**config.mk**
```make
export PLATFORM = sky130hd
export DESIGN_NAME = fetch_buffer
export DESIGN_NICKNAME = d
export VERILOG_FILES = /design/src/rtl/cpu_pkg.sv /design/src/rtl/fetch_addr_check.sv /design/src/rtl/fetch_buffer.sv
export SDC_FILE = /design/constraint.sdc
export NUM_CORES = 1
export LEC_CHECK = 0
export CORE_UTILIZATION = 59
export DETAILED_ROUTE_END_ITERATION = 10
export PLACE_DENSITY_LB_ADDON = 0.08
export SLEW_MARGIN = 25
export SYNTH_ARGS = -nofsm -noshare
export SYNTH_HDL_FRONTEND = slang
export SYNTH_SLANG_ARGS = --single-unit
```
**constraint.sdc**
```tcl
create_clock -name clk -period 8.5 [get_ports clk]
set_clock_uncertainty 0.1 [all_clocks]
set_input_delay 1.275 -clock clk [delete_from_list [all_inputs] [get_ports clk]]
set_output_delay 1.275 -clock clk [all_outputs]
set_load 0.01 [all_outputs]
```
**src/rtl/cpu_pkg.sv**
```systemverilog
// Shared CPU definitions: reset vector, exception codes and the fetch-entry record.
package cpu_pkg;

    localparam logic [31:0] RESET_PC = 32'h0000_3000;
    localparam logic [4:0]  EXC_NONE = 5'd0;
    localparam logic [4:0]  EXC_ADEL = 5'd4;

    typedef struct packed {
        logic [31:0] pc;
        logic [31:0] instr;
        logic [4:0]  exc;
    } fetch_entry_t;

endpackage

```
**src/rtl/fetch_addr_check.sv**
```systemverilog
// Fetch-address legality check: flags misaligned or out-of-window PCs as AdEL.
module fetch_addr_check
    import cpu_pkg::*;
(
    input  logic [31:0] pc,
    input  logic [31:0] pc_lo,
    input  logic [31:0] pc_hi,
    output logic [4:0]  exc
);

    always_comb begin
        exc = EXC_NONE;
        if ((pc[1:0] != 2'b00) || (pc < pc_lo) || (pc > pc_hi)) begin
            exc = EXC_ADEL;
        end
    end

endmodule

```
**src/rtl/fetch_buffer.sv**
```systemverilog
// Instruction prefetch queue between fetch and decode; FWFT head, flush on redirect.
module fetch_buffer
    import cpu_pkg::*;
#(
    parameter int          DEPTH = 4,
    parameter logic [31:0] PC_LO = 32'h0000_3000,
    parameter logic [31:0] PC_HI = 32'h0000_4FFC
) (
    input  logic                     clk,
    input  logic                     reset,
    input  logic                     f_valid,
    input  logic [31:0]              f_pc,
    input  logic [31:0]              f_instr,
    output logic                     f_ready,
    input  logic                     flush,
    output logic                     d_valid,
    input  logic                     d_ready,
    output logic [31:0]              d_pc,
    output logic [31:0]              d_instr,
    output logic [4:0]               d_exc,
    output logic [$clog2(DEPTH):0]   count
);

    localparam int AW = $clog2(DEPTH);
    localparam logic [AW:0] CNT_FULL = (AW + 1)'(DEPTH);

    fetch_entry_t  mem [DEPTH];
    fetch_entry_t  entry_in;
    fetch_entry_t  head;
    logic [AW-1:0] rd_ptr;
    logic [AW-1:0] wr_ptr;
    logic [AW:0]   count_q;
    logic [4:0]    f_exc;
    logic          push;
    logic          pop;

    fetch_addr_check u_addr_check (
        .pc    (f_pc),
        .pc_lo (PC_LO),
        .pc_hi (PC_HI),
        .exc   (f_exc)
    );

    // f_ready depends only on stored occupancy, never on d_ready
    assign f_ready = (count_q != CNT_FULL);
    assign d_valid = (count_q != '0);
    assign push    = f_valid & f_ready & ~flush;
    assign pop     = d_valid & d_ready & ~flush;
    assign count   = count_q;

    always_comb begin
        entry_in.pc    = f_pc;
        entry_in.exc   = f_exc;
        entry_in.instr = (f_exc == EXC_NONE) ? f_instr : 32'h0;
    end

    always_ff @(posedge clk or negedge reset) begin
        if (!reset) begin
            rd_ptr  <= '0;
            wr_ptr  <= '0;
            count_q <= '0;
        end else if (flush) begin
            rd_ptr  <= '0;
            wr_ptr  <= '0;
            count_q <= '0;
        end else begin
            if (push) wr_ptr <= wr_ptr + 1'b1;
            if (pop)  rd_ptr <= rd_ptr + 1'b1;
            if (push && !pop) begin
                count_q <= count_q + 1'b1;
            end else if (pop && !push) begin
                count_q <= count_q - 1'b1;
            end
        end
    end

    // Storage is intentionally not reset; d_valid masks stale contents.
    always_ff @(posedge clk) begin
        if (push) mem[wr_ptr] <= entry_in;
    end

    assign head    = mem[rd_ptr];
    assign d_pc    = d_valid ? head.pc    : 32'h0;
    assign d_instr = d_valid ? head.instr : 32'h0;
    assign d_exc   = d_valid ? head.exc   : 5'd0;

endmodule

```
== Word-level counts from Yosys, hierarchy flattened ==
Memory sizes are Yosys's and may differ from the RTL's.
Cells that the tools add are included.

* Register bits: 7
* Word-level logic and storage cells: 42
* Input port bits: 69
* Output and inout bits: 74
* RAM bits: 268
* Memories kept: 1

{| class="wikitable"
|+ Memories
! name !! words !! bits a word !! read ports !! clocked after memory_dff !! write ports !! line !! text
|-
| mem || 4 || 67 || 1 || 0 || 1 || fetch_buffer.sv:27 || <nowiki>fetch_entry_t mem [DEPTH];</nowiki>
|}

* Reduce and logical (&&, ||, !) cells: 12
* Bitwise gates (word level): 5
* Add/subtract/negate cells: 4
* Order comparisons: 2
* Equal/unequal tests: 1
* Muxes and demuxes: 14

{| class="wikitable"
|+ Operators by type and width
! cell !! number
|-
| 32-bit 2-to-1 mux || 3
|-
| 32-bit by 15-bit > comparator with 1-bit output (second input constant) || 1
|-
| 32-bit by 14-bit < comparator with 1-bit output (second input constant) || 1
|-
| 3-bit 2-to-1 mux || 4
|-
| 2-bit 2-to-1 mux || 4
|-
| 2-bit nonzero test || 3
|-
| 3-bit nonzero test || 2
|-
| 5-bit zero test || 1
|-
| 5-bit 2-to-1 mux || 1
|-
| 2-bit by 1-bit adder with 2-bit output (second input constant) || 2
|-
| 1-bit AND || 4
|-
| 3-bit by 1-bit adder with 3-bit output (second input constant) || 1
|-
| 3-bit inequality test (second input constant) || 1
|-
| 3-bit by 1-bit subtractor with 3-bit output (second input constant) || 1
|-
| 1-bit logical AND || 2
|-
| 1-bit zero test || 2
|-
| 1-bit logical OR || 2
|-
| 1-bit 2-to-1 mux || 2
|-
| 1-bit inverter || 1
|}

== Logic depth before layout (Yosys ltp) ==
Gate-level depths: netlist of the first run.

* Depth in word-level cells: 8
* Gate-level depth with buffers: 10
* Depth with buffers taken out: 9

== Modules after synthesis ==
From an unflattened synthesis of the first run, not the netlist that was laid out.

* Cell total of the unflattened synthesis: 769
* Area, all modules: 12918.6 sq um

{| class="wikitable"
|+ Modules (own cells, without submodules)
! module !! instances !! cells each !! area an instance (sq um)
|-
| fetch_buffer || 1 || 538 || 11298.3
|-
| fetch_addr_check || 1 || 231 || 1620.3
|}

== Least setup slack after synthesis of the first run ==
OpenSTA, ideal clock, no wires.

* Path kind: in2reg
* From: in f_valid
* To: mem mem[0][10] in the netlist's numbering, enable pin
* Cell stages on the path: 4
* Data required time: 7.970 ns
* Path buffers: 1
* Data arrival time: 3.270 ns
* Setup slack: 4.700 ns
* Cell sequence: buf_2 > nand2_1 > nor2_1 > and2_1

* Longest elaborated chain between the ends: 4

{| class="wikitable"
|+ Ends and longest elaborated chain
! element !! line !! text
|-
| start: declaration || fetch_buffer.sv:11 || <nowiki>input logic f_valid,</nowiki>
|-
| 1-bit AND (2 in series) || fetch_buffer.sv:47 || <nowiki>assign push = f_valid & f_ready & ~flush;</nowiki>
|-
| 1-bit 2-to-1 mux || fetch_buffer.sv:79 || <nowiki>if (push) mem[wr_ptr] <= entry_in;</nowiki>
|-
| 1-bit 2-to-1 mux (implied by the code) || fetch_buffer.sv:79 ||
|-
| end: declaration || fetch_buffer.sv:27 ||
|}

No other way between the ends.

== Final worst setup path of the first run ==
* From: reg rd_ptr[0]
* To: out d_pc[4]

* Longest elaborated chain between the ends: 2

{| class="wikitable"
|+ Ends and longest elaborated chain
! element !! line !! text
|-
| start: declaration || fetch_buffer.sv:30 || <nowiki>logic [AW-1:0] rd_ptr;</nowiki>
|-
| start signal: assignment || fetch_buffer.sv:68 || <nowiki>if (pop) rd_ptr <= rd_ptr + 1'b1;</nowiki>
|-
| memory 4 x 67 bit || -- ||
|-
| 32-bit 2-to-1 mux || fetch_buffer.sv:83 || <nowiki>assign d_pc = d_valid ? head.pc : 32'h0;</nowiki>
|-
| end: declaration || fetch_buffer.sv:18 || <nowiki>output logic [31:0] d_pc,</nowiki>
|}

No other way between the ends.

==> results of run 1 <==
sequential cells by signal (all words and copies together) (netlist names):
register,flops
mem,260
count,3
rd_ptr,2
wr_ptr,2
cell usage after synthesis:
cell,count
a2111oi_0,1
a21oi_1,2
a221oi_1,1
a311oi_1,1
a31oi_1,1
a32oi_1,1
and2_0,1
and2_1,102
and3_1,1
and3b_1,1
buf_12,4
buf_2,8
buf_4,8
buf_6,1
clkbuf_1,12
clkbuf_2,1
conb_1,1
dfrtp_1,7
edfxtp_1,260
fa_1,1
ha_1,4
inv_1,6
mux2i_1,1
mux4_2,65
nand2_1,4
nand2b_1,1
nand3_1,3
nor2_1,10
nor2b_1,1
nor3_1,2
nor3_2,1
nor3b_1,1
nor4_1,4
o21a_1,1
o21ai_0,1
o221ai_1,1
or3_4,1
or3b_2,1
xnor2_1,1
xor2_1,4
logic make-up after synthesis:
logic type	Yosys count	share of synthesized area [%]
fa+ha+maj	5	0.653
xor+xnor	5	0.408
flops	267	74.4
mux	66	13.7
buf+inv	40	2.46
other cells	1	0.0350
simple gates	134	7.57
compound gates	10	0.677
routing by layer:
| layer | vias to the layer above | wire (um) |
|---|---|---|
| li1 | 2360 | - |
| met1 | 2717 | 8520 |
| met2 | 155 | 9780 |
| met3 | 20 | 1290 |
| met4 | 0 | 240 |
| met5 | - | 0 |
final cells by class:
cell class,count,area (um^2),area share (%)
inverter,6,22.5,0.173
tap,225,282,2.16
antenna,1,2.50,0.0192
timing repair buffer,142,1440,11.0
clock buffer,31,691,5.30
clock inverter,14,114,0.873
sequential,267,7990,61.3
multi-input combinational,224,2500,19.2
worst max-delay path, cell delays in order (launching register included):
cell and delay (ns):
dfrtp_4 0.82, buf_4 0.71, mux4_2 0.60, and2_1 0.18, clkdlybuf4s50_1 0.47
cell usage in the layout (no fill, tap or decap), drive strengths merged, types with 2 or more instances in the layout:
master         count
edfxtp           260
clkdlybuf4s50    138
and2             103
mux4              65
clkbuf            31
clkinv            11
nor2              10
dfrtp              7
inv                6
nand2              4
nor4               4
xor2               4
ha                 4
conb               4
buf                4
nand3              3
nor3               3
a21oi              2
bufinv             2
report_power, final:
part / total (mW) / internal, mW / leakage [nW] / switching, mW
clock: 1.08 / 0.634 / 0.392 / 0.450
combinational: 1.15 / 0.665 / 1.35 / 0.490
sequential: 1.61 / 1.53 / 2.58 / 0.0880
stage by stage:
step	power, mW	hold slack (ns)
3_5_place_dp	2.81	0.498
4_1_cts	3.90	0.507
2_1_floorplan	2.29	0.443
5_1_grt	4.02	0.550
6_report	3.85	0.509
3_3_place_gp	2.79	0.456
path summary, 6_finish.rpt:
check | start | to | depth (start not counted)
min in group asynchronous | reset | rd_ptr[0]$_DFFE_PN0P_ | 1
max reg2reg | count[2]$_DFFE_PN0P_ | count[1]$_DFFE_PN0P_ | 7
min | wr_ptr[1]$_DFFE_PN0P_ | wr_ptr[1]$_DFFE_PN0P_ | 2
max in group asynchronous | reset | rd_ptr[1]$_DFFE_PN0P_ | 1
min reg2reg | wr_ptr[1]$_DFFE_PN0P_ | wr_ptr[1]$_DFFE_PN0P_ | 2
max | rd_ptr[0]$_DFFE_PN0P_ | d_pc[4] | 4
==> results.toml, run 1 <==
[status]
status = "finished, final reports clean"

[routing]
post_drt_wl_per_cell_um = 21.8
dr.pass1.iters = 5
drt_iter0_drc = 268
viasPerCell = 5.77
vias = 5252
drc = 0
postRouteAntennaNets = 0
wirelength_um = 19800

[die]
start_util_pct = 61.1
coreArea_um2 = 17500
num_rows = 48
pin_count = 143
dieArea_um2 = 18700
fp.dieH_um = 137
die_x_um = 137

[power_and_ir_drop]
power_density_nw_per_um2 = 295
vdd_ir_drop_max_v = 0.000189
leakagePower_nw = 4.32

[finish]
syn_to_final_growth_pct = 21.6
fin_cells = 910
drive_gt1_share_pct = 16.4
layout.nets = 741
stdcell_area_um2 = 13000
fillCellCount = 1015
fin_util_pct = 74.4

[clocking]
cts_resized = 0
post-cts-setup-buffers = 0
clock_sinks = 267
tritoncts = "done"
cts_root_buf = "clkbuf_16"
cts_buffers = 26
clock_latency_ns = 0.52
hold_buffers = 0
clkTransAtPathRegs_ns = 0.06
clock_path_buffers = 3
htreeDepth = 1

[synthesis]
netlist_area_um2 = 10700
syn_inst = 528
ys_ff_latch = 267
synth.area.top_cells = "edfxtp_1, mux4_2, and2_1"
yosys.area.top_type = "edfxtp_1"
synth.distinct_cells = 40
synth_area_per_cell_um2 = 20.3
yosysTopAreaCellShare_pct = 72.8
yosys_warnings = 0
ys_seq_area_share_pct = 74.4

[worst_setup_path]
start_kind = "flip-flop"
critPathKind = "reg2out"
ff2ff_setup_slack_ns = 5.46
worstPathArrival_ns = 3.39
cp-end-kind = "primary output"
required_ns = 7.12
worstPathMaxFanout = 37

[global_route]
grt_overflow = 0
grt_max_degree = 69
track_usage_pct = 22.0
antenna_found_initial = 1
first_global_vias = 5534
grt_pass1_wl_um = 30300
top_usage_layer = "met2"
grtUsageMet2_pct = 36.2
met3_usage_pct = 4.59
grtUsageMet1_pct = 30.6

[timing]
fin_setup_tns_ns = 0
timing.fmax_ghz = 0.210
setup_ws_ns = 3.74
slew_headroom_pct = 31.6
hold_viol = 0
maxSlewViolCount = 0
fin_crit_sh_pct = 56.0
finalCriticalPeriod_ns = 4.76
rsz0062_at_grt = "no"
final-setup-viol-count = 0
tightest_slew_ns = 1.03

[run]
cap_violations = 0

[place]
portBuffers = 138
dpl.hpwl_um = 10800
gp_congestion = 0.754
dp.cells = 862
pre_cts_ws_ns = 4.18
postPlaceCellArea_um2 = 12200

[hold_path]
hold_path_class = "reg2reg"
Power figures use the tool's default switching activity.
==> inputs of run 2 (changes only) <==
- CORE_UTILIZATION: 59 -> 55
- clock period: 8.5 -> 4.4 ns (I/O delays scaled with it)
==> run 2 against run 1 <==
  * Cell count grew 4.2%
  * Die area grew 7.2%
  * Worst setup slack got worse by 3.0 ns
  * Critical path depth did not move
  * First-iteration DRC count rose by 6.3%
  * Critical endpoint is now d_instr[15]
  * Largest power group unchanged
  * Highest routed layer unchanged
==> results.toml, run 2 (synthesis gave the netlist of run 1 again) <==
[finish]
fin_cells = 948
layout.nets = 743
drive_gt1_share_pct = 16.7
diodes = 0
final_common_cell = "edfxtp_1"
final_cell_mix = "edfxtp_1, clkdlybuf4s50_1, and2_1"
stdcell_area_um2 = 13100
syn_to_final_growth_pct = 22.6
largest_register_ffs = 260
top_register = "mem"

[status]
status = "finished, final reports clean"

[clocking]
htreeDepth = 1
clock_sinks = 267
cts_resized = 0
cts_root_buf = "clkbuf_16"
clock_path_buffers = 3
clkTransAtPathRegs_ns = 0.06
clock_latency_ns = 0.52
hold_buffers = 0
tritoncts = "done"
cts_buffers = 26
post-cts-setup-buffers = 0

[global_route]
first_global_vias = 5648
track_usage_pct = 20.6
grt_overflow = 0
grt_max_degree = 69
antenna_found_initial = 0
grt_pass1_wl_um = 30900

[worst_setup_path]
timing.rr.start = "count[2]$_DFFE_PN0P_"
rr_endpoint = "count[1]$_DFFE_PN0P_"
required_ns = 3.64
cp_num_buf_inv = 2
critPathSlowestCell = "dfrtp_4"
critPathKind = "reg2out"
cp_top_family = "flip-flops"
reg2reg_depth = 7
ff2ff_setup_slack_ns = 1.54
critPathMaxStageDelay_ns = 0.87
worstPathMaxFanout = 33
cp-end-kind = "primary output"
worstPathArrival_ns = 2.95
cp_cell_sequence = "buf_4, mux4_2, and2_1, clkdlybuf4s50_1"
start_kind = "flip-flop"

[place]
postPlaceCellArea_um2 = 12300
gp_congestion = 0.699
dp.cells = 900
portBuffers = 138
dpl.hpwl_um = 11100

[power_and_ir_drop]
p_total_mw = 7.50
leakagePower_nw = 4.35
power_density_nw_per_um2 = 570
vdd_ir_drop_max_v = 0.000391

[die]
pin_count = 143
die_x_um = 142
num_rows = 50
start_util_pct = 56.8
fp.dieH_um = 142
coreArea_um2 = 18900
dieArea_um2 = 20100

[timing]
fin_crit_sh_pct = 84.3
tightest_slew_ns = 1.03
hold_viol = 0
fin_setup_tns_ns = 0
maxSlewViolCount = 0
rsz0062_at_grt = "no"
final-setup-viol-count = 0
finalCriticalPeriod_ns = 3.71
slew_headroom_pct = 31.2
timing.fmax_ghz = 0.270

[hold_path]
hold_path_class = "in2async"

[routing]
drt_iter0_drc = 285
vias = 5269
postRouteAntennaNets = 0
dr.pass1.iters = 4
viasPerCell = 5.56
post_drt_wl_per_cell_um = 20.7
drc = 0
wirelength_um = 19600

[run]
cap_violations = 0
## run 2: changes by cell type in the layout (fill, tap and decap cells not counted), sizes merged
| cell | previous run | this run |
|---|---|---|
| inv | 6 | 7 |
| clkinvlp | 1 | 0 |
| diode | 1 | 0 |
| clkbuf | 31 | 38 |
| buf | 4 | 6 |
| clkinv | 11 | 6 |
## run 2: metal layers
| layer | vias up | track usage, % | share of wire (%) |
|---|---|---|---|
| met2 | 143 | 35.5 | 51 |
| met3 | 30 | 3.51 | 4.7 |
| met1 | 2731 | 27.4 | 43 |
| li1 | 2365 | - | - |
| met5 | - | 0 | 0 |
| met4 | 0 | 5.21 | 1.6 |
## run 2: how the worst max path moves through the flow
stage | slack, ns | cells past startpoint | startpoint | end
floorplan | 1.21 | 4 | f_valid | mem[0][10]$_DFFE_PP_
global placement | 1.17 | 4 | rd_ptr[0]$_DFFE_PN0P_ | d_pc[16]
detailed placement | 1.13 | 8 | f_valid | count[1]$_DFFE_PN0P_
CTS | 0.59 | 4 | rd_ptr[0]$_DFFE_PN0P_ | d_pc[16]
global route | 0.49 | 4 | rd_ptr[0]$_DFFE_PN0P_ | d_pc[19]
finish | 0.69 | 4 | rd_ptr[0]$_DFFE_PN0P_ | d_instr[15]
## run 2: layout make-up
cell class / instances / area [um^2]
clock inverters: 9 / 96.3
flip-flops and latches: 267 / 7990
well taps: 260 / 325
repair buffers: 144 / 1480
inverters: 6 / 22.5
fillers: 1222 / 5750
clock buffers: 38 / 727
multi-input cells: 224 / 2500
## run 2: power by group
group | switching (mW) | total (mW) | leakage [nW] | internal, mW
Sequential | 0.179 | 3.13 | 2.58 | 2.95
Combinational | 0.921 | 2.23 | 1.37 | 1.31
Clock | 0.876 | 2.14 | 0.403 | 1.26
## run 2: worst register-to-register path, cell delays in order, from the launching register on
cell and delay [ns]:
dfrtp_1 0.53, or3_4 0.63, nand2_1 0.18, and2_1 0.20
fa_1 0.46, a311oi_1 0.21, o21ai_0 0.12, a221oi_1 0.31
## run 2: per-stage QoR
step                      worst slack, ns  hold slack, ns  util [%]
after CTS                           0.589           0.295      69.4
final                               0.692           0.308      69.6
after global routing                0.490           0.317      69.6
after global placement               1.17           0.456      64.9
after floorplan                      1.21           0.264         -
after detailed placement             1.13           0.476      65.1
==> inputs of run 3 (changes only) <==
- clock period: 4.4 -> 3.8 ns (I/O delays scaled with it)
==> run 3 against run 2 <==
  * Register-to-register slack worse by 0.66 ns
  * Final area up 0.47%
  * Combinational power grew 21%
  * Hold slack got worse by 0.079 ns
  * Critical path type unchanged
  * Largest cell class unchanged
  * Highest routed layer is now met5
==> results.toml, run 3 (synthesis gave the netlist of run 1 again) <==
[die]
die_x_um = 142
dieArea_um2 = 20100
coreArea_um2 = 18900
pin_count = 143
start_util_pct = 56.8
fp.dieH_um = 142
num_rows = 50

[timing]
fin_hold_ws_ns = 0.229
fin_crit_sh_pct = 89.1
maxSlewViolCount = 0
tightest_slew_ns = 0.731
setup_ws_ns = 0.413
hold_viol = 0
rsz0062_at_grt = "no"
final-setup-viol-count = 0
slew_headroom_pct = 51.3
timing.fmax_ghz = 0.295
finalCriticalPeriod_ns = 3.39
fin_setup_tns_ns = 0

[worst_setup_path]
reg2reg_depth = 7
cp_num_buf_inv = 2
worstPathArrival_ns = 2.72
critPathSlowestCell = "mux4_2"
worstPathMaxFanout = 29
cp_top_family = "buffers and inverters"
cp.depth = 4
critPathKind = "reg2out"
critPathMaxStageDelay_ns = 0.57
cp_cell_sequence = "buf_4, mux4_2, and2_1, clkdlybuf4s50_1"
cp-end-kind = "primary output"
start_kind = "flip-flop"
required_ns = 3.13

[finish]
layout.nets = 753
final_common_cell = "edfxtp_1"
syn_to_final_growth_pct = 23.2
fillCellCount = 1215
drive_gt1_share_pct = 17.6
fin_util_pct = 69.9
largest_register_ffs = 260
diodes = 0
top_register = "mem"
fin_cells = 958
final_cell_mix = "edfxtp_1, clkdlybuf4s50_1, and2_1"

[clocking]
cts_buffers = 27
clock_sinks = 267
clock_latency_ns = 0.53
htreeDepth = 1
clkTransAtPathRegs_ns = 0.06
clock_path_buffers = 3
cts_resized = 0
hold_buffers = 0
tritoncts = "done"
post-cts-setup-buffers = 0
cts_root_buf = "clkbuf_16"

[routing]
viasPerCell = 5.51
drc = 0
post_drt_wl_per_cell_um = 21.1
postRouteAntennaNets = 0
dr.pass1.iters = 4
vias = 5283
wirelength_um = 20200
drt_iter0_drc = 302

[place]
gp_congestion = 0.722
dp.cells = 910
dpl.hpwl_um = 12000
portBuffers = 138
pre_cts_ws_ns = 0.601

[global_route]
antenna_found_initial = 1
grt_overflow = 0
first_global_vias = 5682
track_usage_pct = 21.1
grt_max_degree = 69
grt_pass1_wl_um = 31500

[power_and_ir_drop]
seq_power_share_pct = 40.5
switching_share_pct = 26.6
combPwrFrac_pct = 31.2
vdd_ir_drop_max_v = 0.000505
power_density_nw_per_um2 = 656
p_int_mw = 6.36
p_switching_mw = 2.30
clock_power_share_pct = 28.3
leakagePower_nw = 4.39

[run]
cap_violations = 0

[hold_path]
hold_path_class = "in2async"

[status]
status = "finished, final reports clean"
run 3: layer usage:
metal  track usage (%)  wire (um)  part of all wire, %  vias to the layer above
met1              27.5       8310                   41                     2715
met2              36.7      10400                   52                      164
met5                 0         13                0.064                        -
li1                  -          -                    -                     2375
met4              5.66        317                  1.6                        2
met3              3.91       1150                  5.7                       27
run 3: metrics by stage:
step | total power, mW | area (um^2)
6_report | 8.66 | 13200
5_1_grt | 9.05 | 13200
4_1_cts | 8.77 | 13200
3_5_place_dp | 6.32 | 12400
3_3_place_gp | 6.31 | 12400
2_1_floorplan | 5.13 | 10700
run 3: final timing paths:
kind / startpoint / end / slack (ns)
max: rd_ptr[0]$_DFFE_PN0P_ / d_instr[11] / 0.41
min: reset / wr_ptr[1]$_DFFE_PN0P_ / 0.23
max reg2reg: count[2]$_DFFE_PN0P_ / count[1]$_DFFE_PN0P_ / 0.88
min reg2reg: wr_ptr[1]$_DFFE_PN0P_ / wr_ptr[1]$_DFFE_PN0P_ / 0.50
max in group asynchronous: reset / rd_ptr[0]$_DFFE_PN0P_ / 3.06
min in group clk: wr_ptr[1]$_DFFE_PN0P_ / wr_ptr[1]$_DFFE_PN0P_ / 0.50
run 3: final cells by class:
class	count	area (um^2)	area share [%]
sequential	267	7990	60.5
clock inverter	16	125	0.948
tap	260	325	2.46
inverter	6	22.5	0.171
clock buffer	32	694	5.26
timing repair buffer	153	1540	11.7
multi-input combinational	224	2500	19.0
run 3: worst register-to-register path, cell delays in order, from the launching register on:
cell,delay (ns)
dfrtp_1,0.52
or3_4,0.67
nand2_1,0.20
and2_1,0.21
fa_1,0.45
a311oi_1,0.22
o21ai_0,0.13
a221oi_1,0.31
run 3: power by group through the flow:
stage / clock network, mW / logic (mW) / registers, mW
global placement: 0 / 2.75 / 3.56
floorplan: 0 / 1.61 / 3.52
finish: 2.45 / 2.70 / 3.51
CTS: 2.50 / 2.76 / 3.51
global route: 2.61 / 2.91 / 3.52
detailed placement: 0 / 2.75 / 3.57
